File: config.mk
export PLATFORM = sky130hd
export DESIGN_NAME = device_bus_arbiter_flat
export DESIGN_NICKNAME = d
export VERILOG_FILES = /design/src/rtl/device_bus_pkg.sv /design/src/rtl/device_bus_arbiter_if.sv /design/src/rtl/rr_picker.sv /design/src/rtl/device_bus_arbiter.sv /design/src/flat_wrapper.sv
export SDC_FILE = /design/constraint.sdc
export NUM_CORES = 1
export LEC_CHECK = 0
export ABC_AREA = 1
export CAP_MARGIN = 20
export CORE_MARGIN = 5
export CORE_UTILIZATION = 40
export CTS_BUF_LIST = sky130_fd_sc_hd__clkbuf_8
export DETAILED_ROUTE_END_ITERATION = 16
export PLACE_DENSITY = 0.92
export SYNTH_ARGS = -nofsm -noshare
export SYNTH_HDL_FRONTEND = slang
export SYNTH_HIERARCHICAL = 1
export SYNTH_SLANG_ARGS = --single-unit
File: constraint.sdc
create_clock -name clk -period 2.2 [get_ports clk]
set_input_delay 0.44 -clock clk [delete_from_list [all_inputs] [get_ports clk]]
set_output_delay 0.44 -clock clk [all_outputs]
set_load 0.03 [all_outputs]
File: src/rtl/device_bus_pkg.sv
// Shared types and bus widths for the device bus arbiter and its interface.
//   arb_state_t : arbiter FSM state encoding
//   DEV_AW      : device address width
//   DEV_DW      : device data width
package device_bus_pkg;

  typedef enum logic [1:0] {
    ARB_IDLE,
    ARB_BUSY,
    ARB_RESP
  } arb_state_t;

  localparam int DEV_AW = 32;
  localparam int DEV_DW = 32;

endpackage

File: src/rtl/device_bus_arbiter_if.sv
// Requester and device signal bundle for device_bus_arbiter.
// Requester side (NREQ lanes, packed vectors, lane i of addr/data is [32*i +: 32]):
//   req_re, req_we, req_addr, req_wdata   requests into the arbiter
//   req_rack, req_wack, req_err           one-cycle completion pulses to the grantee
//   req_rdata                             read data shared by all requesters
// Device side:
//   dev_en, dev_re, dev_we, dev_addr, dev_wdata   bus drive to the device
//   dev_rdata, dev_rack, dev_wack                 device response
// Modports:
//   master : the arbiter (drives the device bus and the completion pulses)
//   slave  : everything around it (requesters plus device)
interface device_bus_arbiter_if #(
  parameter int NREQ = 2
);
  import device_bus_pkg::*;

  logic [NREQ-1:0]        req_re;
  logic [NREQ-1:0]        req_we;
  logic [NREQ*DEV_AW-1:0] req_addr;
  logic [NREQ*DEV_DW-1:0] req_wdata;
  logic [NREQ-1:0]        req_rack;
  logic [NREQ-1:0]        req_wack;
  logic [NREQ-1:0]        req_err;
  logic [DEV_DW-1:0]      req_rdata;

  logic                   dev_en;
  logic                   dev_re;
  logic                   dev_we;
  logic [DEV_AW-1:0]      dev_addr;
  logic [DEV_DW-1:0]      dev_wdata;
  logic [DEV_DW-1:0]      dev_rdata;
  logic                   dev_rack;
  logic                   dev_wack;

  modport master (
    input  req_re, req_we, req_addr, req_wdata,
    output req_rack, req_wack, req_err, req_rdata,
    output dev_en, dev_re, dev_we, dev_addr, dev_wdata,
    input  dev_rdata, dev_rack, dev_wack
  );

  modport slave (
    output req_re, req_we, req_addr, req_wdata,
    input  req_rack, req_wack, req_err, req_rdata,
    input  dev_en, dev_re, dev_we, dev_addr, dev_wdata,
    output dev_rdata, dev_rack, dev_wack
  );

endinterface

File: src/rtl/rr_picker.sv
// Combinational round-robin picker.
//   req  [N]   : active request lines
//   last       : index granted most recently
//   gnt        : first active index searching last+1, last+2, ... (mod N)
//   any        : at least one request active (gnt is 0 when clear)
module rr_picker #(
  parameter int N = 2
) (
  input  logic [N-1:0]         req,
  input  logic [$clog2(N)-1:0] last,
  output logic [$clog2(N)-1:0] gnt,
  output logic                 any
);

  typedef logic [$clog2(N)-1:0] idx_t;

  // Walk the rotation from farthest to nearest so the nearest active
  // index after 'last' is the one left standing.
  always_comb begin
    gnt = '0;
    any = 1'b0;
    for (int k = N; k >= 1; k--) begin
      for (int j = 0; j < N; j++) begin
        if ((j == ((int'(last) + k) % N)) && req[j]) begin
          gnt = idx_t'(j);
          any = 1'b1;
        end
      end
    end
  end

endmodule

File: src/rtl/device_bus_arbiter.sv
// Round-robin arbiter sharing one device bus between NREQ requesters.
// A granted transaction owns the bus until the matching device ack or a
// timeout of 2**TMO_W-1 busy cycles, then a one-cycle RACK/WACK/ERR pulse
// goes back to the grantee.
// Ports:
//   clk  : clock, rising edge
//   res  : synchronous reset, active high
//   bus  : device_bus_arbiter_if.master (requester lanes + device bus)
//
// state    | meaning
// ---------+--------------------------------------------------------
// ARB_IDLE | bus free; pick next active requester round-robin
// ARB_BUSY | DEV_* driven from registers; wait for matching ack/timeout
// ARB_RESP | one-cycle done/err pulse to grantee; bus released
module device_bus_arbiter #(
  parameter int NREQ  = 2,
  parameter int TMO_W = 8
) (
  input logic                 clk,
  input logic                 res,
  device_bus_arbiter_if.master bus
);
  import device_bus_pkg::*;

  localparam int LW = $clog2(NREQ);
  typedef logic [LW-1:0] idx_t;

  localparam logic [TMO_W-1:0] CNT_MAX  = '1;
  localparam logic [TMO_W-1:0] CNT_TERM = CNT_MAX - 1'b1;

  arb_state_t        state, state_n;
  idx_t              gnt, gnt_n;
  idx_t              last, last_n;
  logic [TMO_W-1:0]  cnt, cnt_n;
  logic              is_rd, is_rd_n;
  logic [DEV_AW-1:0] addr_q, addr_n;
  logic [DEV_DW-1:0] wdata_q, wdata_n;
  logic              en_q, en_n;
  logic              re_q, re_n;
  logic              we_q, we_n;
  logic [NREQ-1:0]   rack_q, rack_n;
  logic [NREQ-1:0]   wack_q, wack_n;
  logic [NREQ-1:0]   err_q, err_n;
  logic [DEV_DW-1:0] rdata_q, rdata_n;

  logic [NREQ-1:0]   active;
  idx_t              pick;
  logic              pick_any;
  logic              pick_re;
  logic [DEV_AW-1:0] pick_addr;
  logic [DEV_DW-1:0] pick_wdata;
  logic              ack_hit;

  assign active = bus.req_re | bus.req_we;

  rr_picker #(.N(NREQ)) u_pick (
    .req  (active),
    .last (last),
    .gnt  (pick),
    .any  (pick_any)
  );

  always_comb begin
    pick_re    = 1'b0;
    pick_addr  = '0;
    pick_wdata = '0;
    for (int j = 0; j < NREQ; j++) begin
      if (idx_t'(j) == pick) begin
        pick_re    = bus.req_re[j];
        pick_addr  = bus.req_addr[DEV_AW*j +: DEV_AW];
        pick_wdata = bus.req_wdata[DEV_DW*j +: DEV_DW];
      end
    end
  end

  // Only the ack matching the latched kind counts; the other one is noise.
  assign ack_hit = is_rd ? bus.dev_rack : bus.dev_wack;

  always_comb begin
    state_n = state;
    gnt_n   = gnt;
    last_n  = last;
    cnt_n   = cnt;
    is_rd_n = is_rd;
    addr_n  = addr_q;
    wdata_n = wdata_q;
    en_n    = en_q;
    re_n    = re_q;
    we_n    = we_q;
    rack_n  = '0;
    wack_n  = '0;
    err_n   = '0;
    rdata_n = rdata_q;

    case (state)
      ARB_IDLE: begin
        if (pick_any) begin
          state_n = ARB_BUSY;
          gnt_n   = pick;
          cnt_n   = '0;
          // RE beats WE when a requester raises both.
          is_rd_n = pick_re;
          addr_n  = pick_addr;
          wdata_n = pick_wdata;
          en_n    = 1'b1;
          re_n    = pick_re;
          we_n    = ~pick_re;
        end
      end
      ARB_BUSY: begin
        if (cnt != CNT_MAX) cnt_n = cnt + 1'b1;
        // Ack takes priority over a timeout landing in the same cycle.
        if (ack_hit) begin
          state_n = ARB_RESP;
          en_n    = 1'b0;
          re_n    = 1'b0;
          we_n    = 1'b0;
          if (is_rd) begin
            rdata_n      = bus.dev_rdata;
            rack_n[gnt]  = 1'b1;
          end else begin
            wack_n[gnt]  = 1'b1;
          end
        end else if (cnt == CNT_TERM) begin
          state_n    = ARB_RESP;
          en_n       = 1'b0;
          re_n       = 1'b0;
          we_n       = 1'b0;
          err_n[gnt] = 1'b1;
        end
      end
      ARB_RESP: begin
        state_n = ARB_IDLE;
        last_n  = gnt;
        cnt_n   = '0;
      end
      default: state_n = ARB_IDLE;
    endcase
  end

  always_ff @(posedge clk) begin
    if (res) begin
      state   <= ARB_IDLE;
      gnt     <= '0;
      last    <= idx_t'(NREQ - 1);
      cnt     <= '0;
      is_rd   <= 1'b0;
      addr_q  <= '0;
      wdata_q <= '0;
      en_q    <= 1'b0;
      re_q    <= 1'b0;
      we_q    <= 1'b0;
      rack_q  <= '0;
      wack_q  <= '0;
      err_q   <= '0;
      rdata_q <= '0;
    end else begin
      state   <= state_n;
      gnt     <= gnt_n;
      last    <= last_n;
      cnt     <= cnt_n;
      is_rd   <= is_rd_n;
      addr_q  <= addr_n;
      wdata_q <= wdata_n;
      en_q    <= en_n;
      re_q    <= re_n;
      we_q    <= we_n;
      rack_q  <= rack_n;
      wack_q  <= wack_n;
      err_q   <= err_n;
      rdata_q <= rdata_n;
    end
  end

  assign bus.dev_en    = en_q;
  assign bus.dev_re    = re_q;
  assign bus.dev_we    = we_q;
  assign bus.dev_addr  = addr_q;
  assign bus.dev_wdata = wdata_q;
  assign bus.req_rack  = rack_q;
  assign bus.req_wack  = wack_q;
  assign bus.req_err   = err_q;
  assign bus.req_rdata = rdata_q;

endmodule

File: src/flat_wrapper.sv
// flat-port wrapper written by rule: the top's interface ports become plain ports
module device_bus_arbiter_flat import device_bus_pkg::*;
#(
  parameter int NREQ  = 2,
  parameter int TMO_W = 8
)
  (clk, res, bus_req_re, bus_req_we, bus_req_addr, bus_req_wdata, bus_req_rack, bus_req_wack, bus_req_err, bus_req_rdata, bus_dev_en, bus_dev_re, bus_dev_we, bus_dev_addr, bus_dev_wdata, bus_dev_rdata, bus_dev_rack, bus_dev_wack);
  device_bus_arbiter_if #(.NREQ(NREQ)) bus_i ();
  input logic clk;
  input logic res;
  input wire logic [$bits(bus_i.req_re)-1:0] bus_req_re;
  input wire logic [$bits(bus_i.req_we)-1:0] bus_req_we;
  input wire logic [$bits(bus_i.req_addr)-1:0] bus_req_addr;
  input wire logic [$bits(bus_i.req_wdata)-1:0] bus_req_wdata;
  output wire logic [$bits(bus_i.req_rack)-1:0] bus_req_rack;
  output wire logic [$bits(bus_i.req_wack)-1:0] bus_req_wack;
  output wire logic [$bits(bus_i.req_err)-1:0] bus_req_err;
  output wire logic [$bits(bus_i.req_rdata)-1:0] bus_req_rdata;
  output wire logic [$bits(bus_i.dev_en)-1:0] bus_dev_en;
  output wire logic [$bits(bus_i.dev_re)-1:0] bus_dev_re;
  output wire logic [$bits(bus_i.dev_we)-1:0] bus_dev_we;
  output wire logic [$bits(bus_i.dev_addr)-1:0] bus_dev_addr;
  output wire logic [$bits(bus_i.dev_wdata)-1:0] bus_dev_wdata;
  input wire logic [$bits(bus_i.dev_rdata)-1:0] bus_dev_rdata;
  input wire logic [$bits(bus_i.dev_rack)-1:0] bus_dev_rack;
  input wire logic [$bits(bus_i.dev_wack)-1:0] bus_dev_wack;
  assign bus_i.req_re = bus_req_re;
  assign bus_i.req_we = bus_req_we;
  assign bus_i.req_addr = bus_req_addr;
  assign bus_i.req_wdata = bus_req_wdata;
  assign bus_req_rack = bus_i.req_rack;
  assign bus_req_wack = bus_i.req_wack;
  assign bus_req_err = bus_i.req_err;
  assign bus_req_rdata = bus_i.req_rdata;
  assign bus_dev_en = bus_i.dev_en;
  assign bus_dev_re = bus_i.dev_re;
  assign bus_dev_we = bus_i.dev_we;
  assign bus_dev_addr = bus_i.dev_addr;
  assign bus_dev_wdata = bus_i.dev_wdata;
  assign bus_i.dev_rdata = bus_dev_rdata;
  assign bus_i.dev_rack = bus_dev_rack;
  assign bus_i.dev_wack = bus_dev_wack;
  device_bus_arbiter #(.NREQ(NREQ), .TMO_W(TMO_W)) u_core (.clk(clk), .res(res), .bus(bus_i));
endmodule
==> impl_metrics.json <==
{
  "placed_cells": 1122,
  "rsz0062_at_grt": "false",
  "synthTopCellsByArea": "dfxtp_1 (47%), a21oi_1 (14%), nor2_1 (10%)",
  "yosysMostFrequentCell": "a21oi_1",
  "synth_seq_cells": 118,
  "cp_slowest_stage_delay_ns": 0.72,
  "powerDensity_nw_per_um2": 779,
  "drtIter0Drc": 316,
  "grt-ovfl-total": 0,
  "synth_fp_nets": 870,
  "wl_per_cell_um": 14.7,
  "detail-route-antenna-nets": 0,
  "path_buf_inv": 1,
  "numCtsBuffers": 17,
  "crit_arrival_ns": 1.52,
  "dr.pass1.iters": 5,
  "critical_path_class": "flop to output port",
  "wirelength_um": 17000,
  "place_congestion": 0.862,
  "hold_viol_final": 0,
  "synth.cell_area_um2": 5030,
  "antenna_found_initial": 0,
  "endpoint_kind": "output port",
  "cts.htree.levels": 4,
  "maxCapViolations": 0,
  "post_route_cells_drive_above_1_share_pct": 7.64,
  "grt_pass1_vias": 5290,
  "path_clk_slew_ns": 0.07,
  "crit_family": "buffers and inverters",
  "finalInstanceArea_um2": 8430,
  "setup_violations": 0,
  "start_util_pct": 40.4,
  "drc_errors": 0,
  "fin_tns_setup_ns": 0,
  "post-route-period-util_pct": 89.3,
  "status": "finished, final reports clean",
  "hold_buffers": 0,
  "antenna_cells": 0,
  "start_kind": "flop",
  "clock_path_buffers": 2,
  "insertion_delay_ns": 0.43,
  "io_buffer_count": 272,
  "slew-limit-headroom_pct": 71.8,
  "ios": 273,
  "clock_sinks": 118,
  "ys_top_cells_by_count": "a21oi_1 (143), nor2_1 (139), dfxtp_1 (118)",
  "die_area_um2": 14900,
  "synth_edf_count": 0,
  "final_cells": 1154,
  "grt_start_max_net_pins": 106,
  "yosysWarnings": 6,
  "ir_worst_vdd_v": 0.000519,
  "post_dp_cell_area_um2": 7990,
  "cts_tree": "built",
  "synth_cell_type_count": 29,
  "vias": 5584,
  "post_cts_resized": 0,
  "synth-seq-area-share_pct": 46.9,
  "synth_top_area_cell": "dfxtp_1",
  "p_leak_nw": 3.61,
  "tightestPinTransition_ns": 0.423,
  "maxSlewViolCount": 0,
  "max_freq_mhz": 509,
  "critPathSlowestCell": "clkdlybuf4s50_1",
  "die_w_um": 122,
  "cts_root_buf": "clkbuf_8",
  "critPathMaxFanout": 2,
  "required_ns": 1.76,
  "die_h_um": 122,
  "areaGrowthSynthToFinish_pct": 67.6,
  "grt.total_usage_pct": 21.8,
  "nets": 1139,
  "synth_top_cell_area_share_pct": 46.9,
  "core_area_um2": 12500,
  "synth_flop_cell": "dfxtp_1",
  "fin_crit_ns": 1.96,
  "fp-row-count": 41,
  "p_total_mw": 6.57,
  "synth_cells": 700,
  "cts_setup_buffers": 0,
  "grt_pass1_wl_um": 25200,
  "synth.avg_cell_area_um2": 7.19,
  "async_flop_share_pct": 0,
  "fin_skew_ns": 0.00800,
  "viasPerCell": 4.84,
  "hold_class": "flop to flop",
  "crit_chain": "clkdlybuf4s50_1",
  "dp_hpwl_um": 12700
}
[per-layer routing]
metal | wire length (um) | GRT usage (%) | vias up
met5 | 0 | 0 | -
met1 | 6370 | 22.8 | 2521
met2 | 8740 | 39.2 | 211
met4 | 506 | 9.87 | 0
li1 | - | - | 2813
met3 | 1360 | 7.57 | 39
[layout by cell type, fill, tap and decap left out, drive strengths merged, types with 2 or more instances in the layout]
cell type      instances
a21oi                143
buf                   24
bufinv                 3
clkbuf                23
clkdlybuf4s50        272
clkinv                 3
clkinvlp               2
dfxtp                118
ha                     2
inv                   84
nand2                 40
nand3                  9
nor2                 142
nor3                   5
o21ai                100
or2                    7
[sequential cells by signal, indices dropped and copies added (netlist names), 2 cells and up]
signal                cells
u_core/bus.dev_addr      32
u_core/bus.req_rack       2
u_core/bus.req_wack       2
u_core/cnt                8
u_core/bus.dev_wdata     32
u_core/bus.req_rdata     32
u_core/state              2
u_core/bus.req_err        2
[area by class of cell]
| cell class | count | area [um2] |
|---|---|---|
| clock buffers | 23 | 317 |
| well taps | 172 | 215 |
| fillers | 976 | 4030 |
| multi-input cells | 453 | 2140 |
| inverters | 83 | 315 |
| clock inverters | 9 | 123 |
| flip-flops and latches | 118 | 2360 |
| repair buffers | 296 | 2970 |
[final timing paths]
kind / startpoint / end / slack (ns) / cells after the start
max: u_core/bus.dev_wdata[17] / bus_dev_wdata[17] / 0.24 / 1
min: u_core/bus.dev_re / u_core/bus.dev_re / 0.47 / 2
max reg2reg: u_core/last / u_core/bus.dev_addr[25] / 0.64 / 5
min reg2reg: u_core/bus.dev_re / u_core/bus.dev_re / 0.47 / 2
[kinds of logic after synthesis]
logic type,Yosys count,synth area share (%)
buffers and inverters,129,10.8
and+or+nand+nor,206,17.2
AOI/OAI and AO/OA,245,24.5
adders and majority gates,2,0.497
DFF,118,46.9
[power breakdown]
group          switching [mW]  leakage, nW  total (mW)  internal (mW)
logic                    1.07         2.41        1.94          0.868
clock network           0.847        0.227        2.14           1.29
registers               0.131        0.970        2.49           2.36
[metrics by stage]
stage | hold slack (ns) | util (%) | setup slack [ns]
floorplan | 0.436 | - | 0.455
global placement | 0.448 | 64.1 | -0.0638
detailed placement | 0.464 | 64.1 | -0.130
CTS | 0.474 | 67.7 | 0.185
global route | 0.495 | 67.7 | 0.164
finish | 0.473 | 67.7 | 0.236
Note: power is estimated with default switching activity, not from simulation.
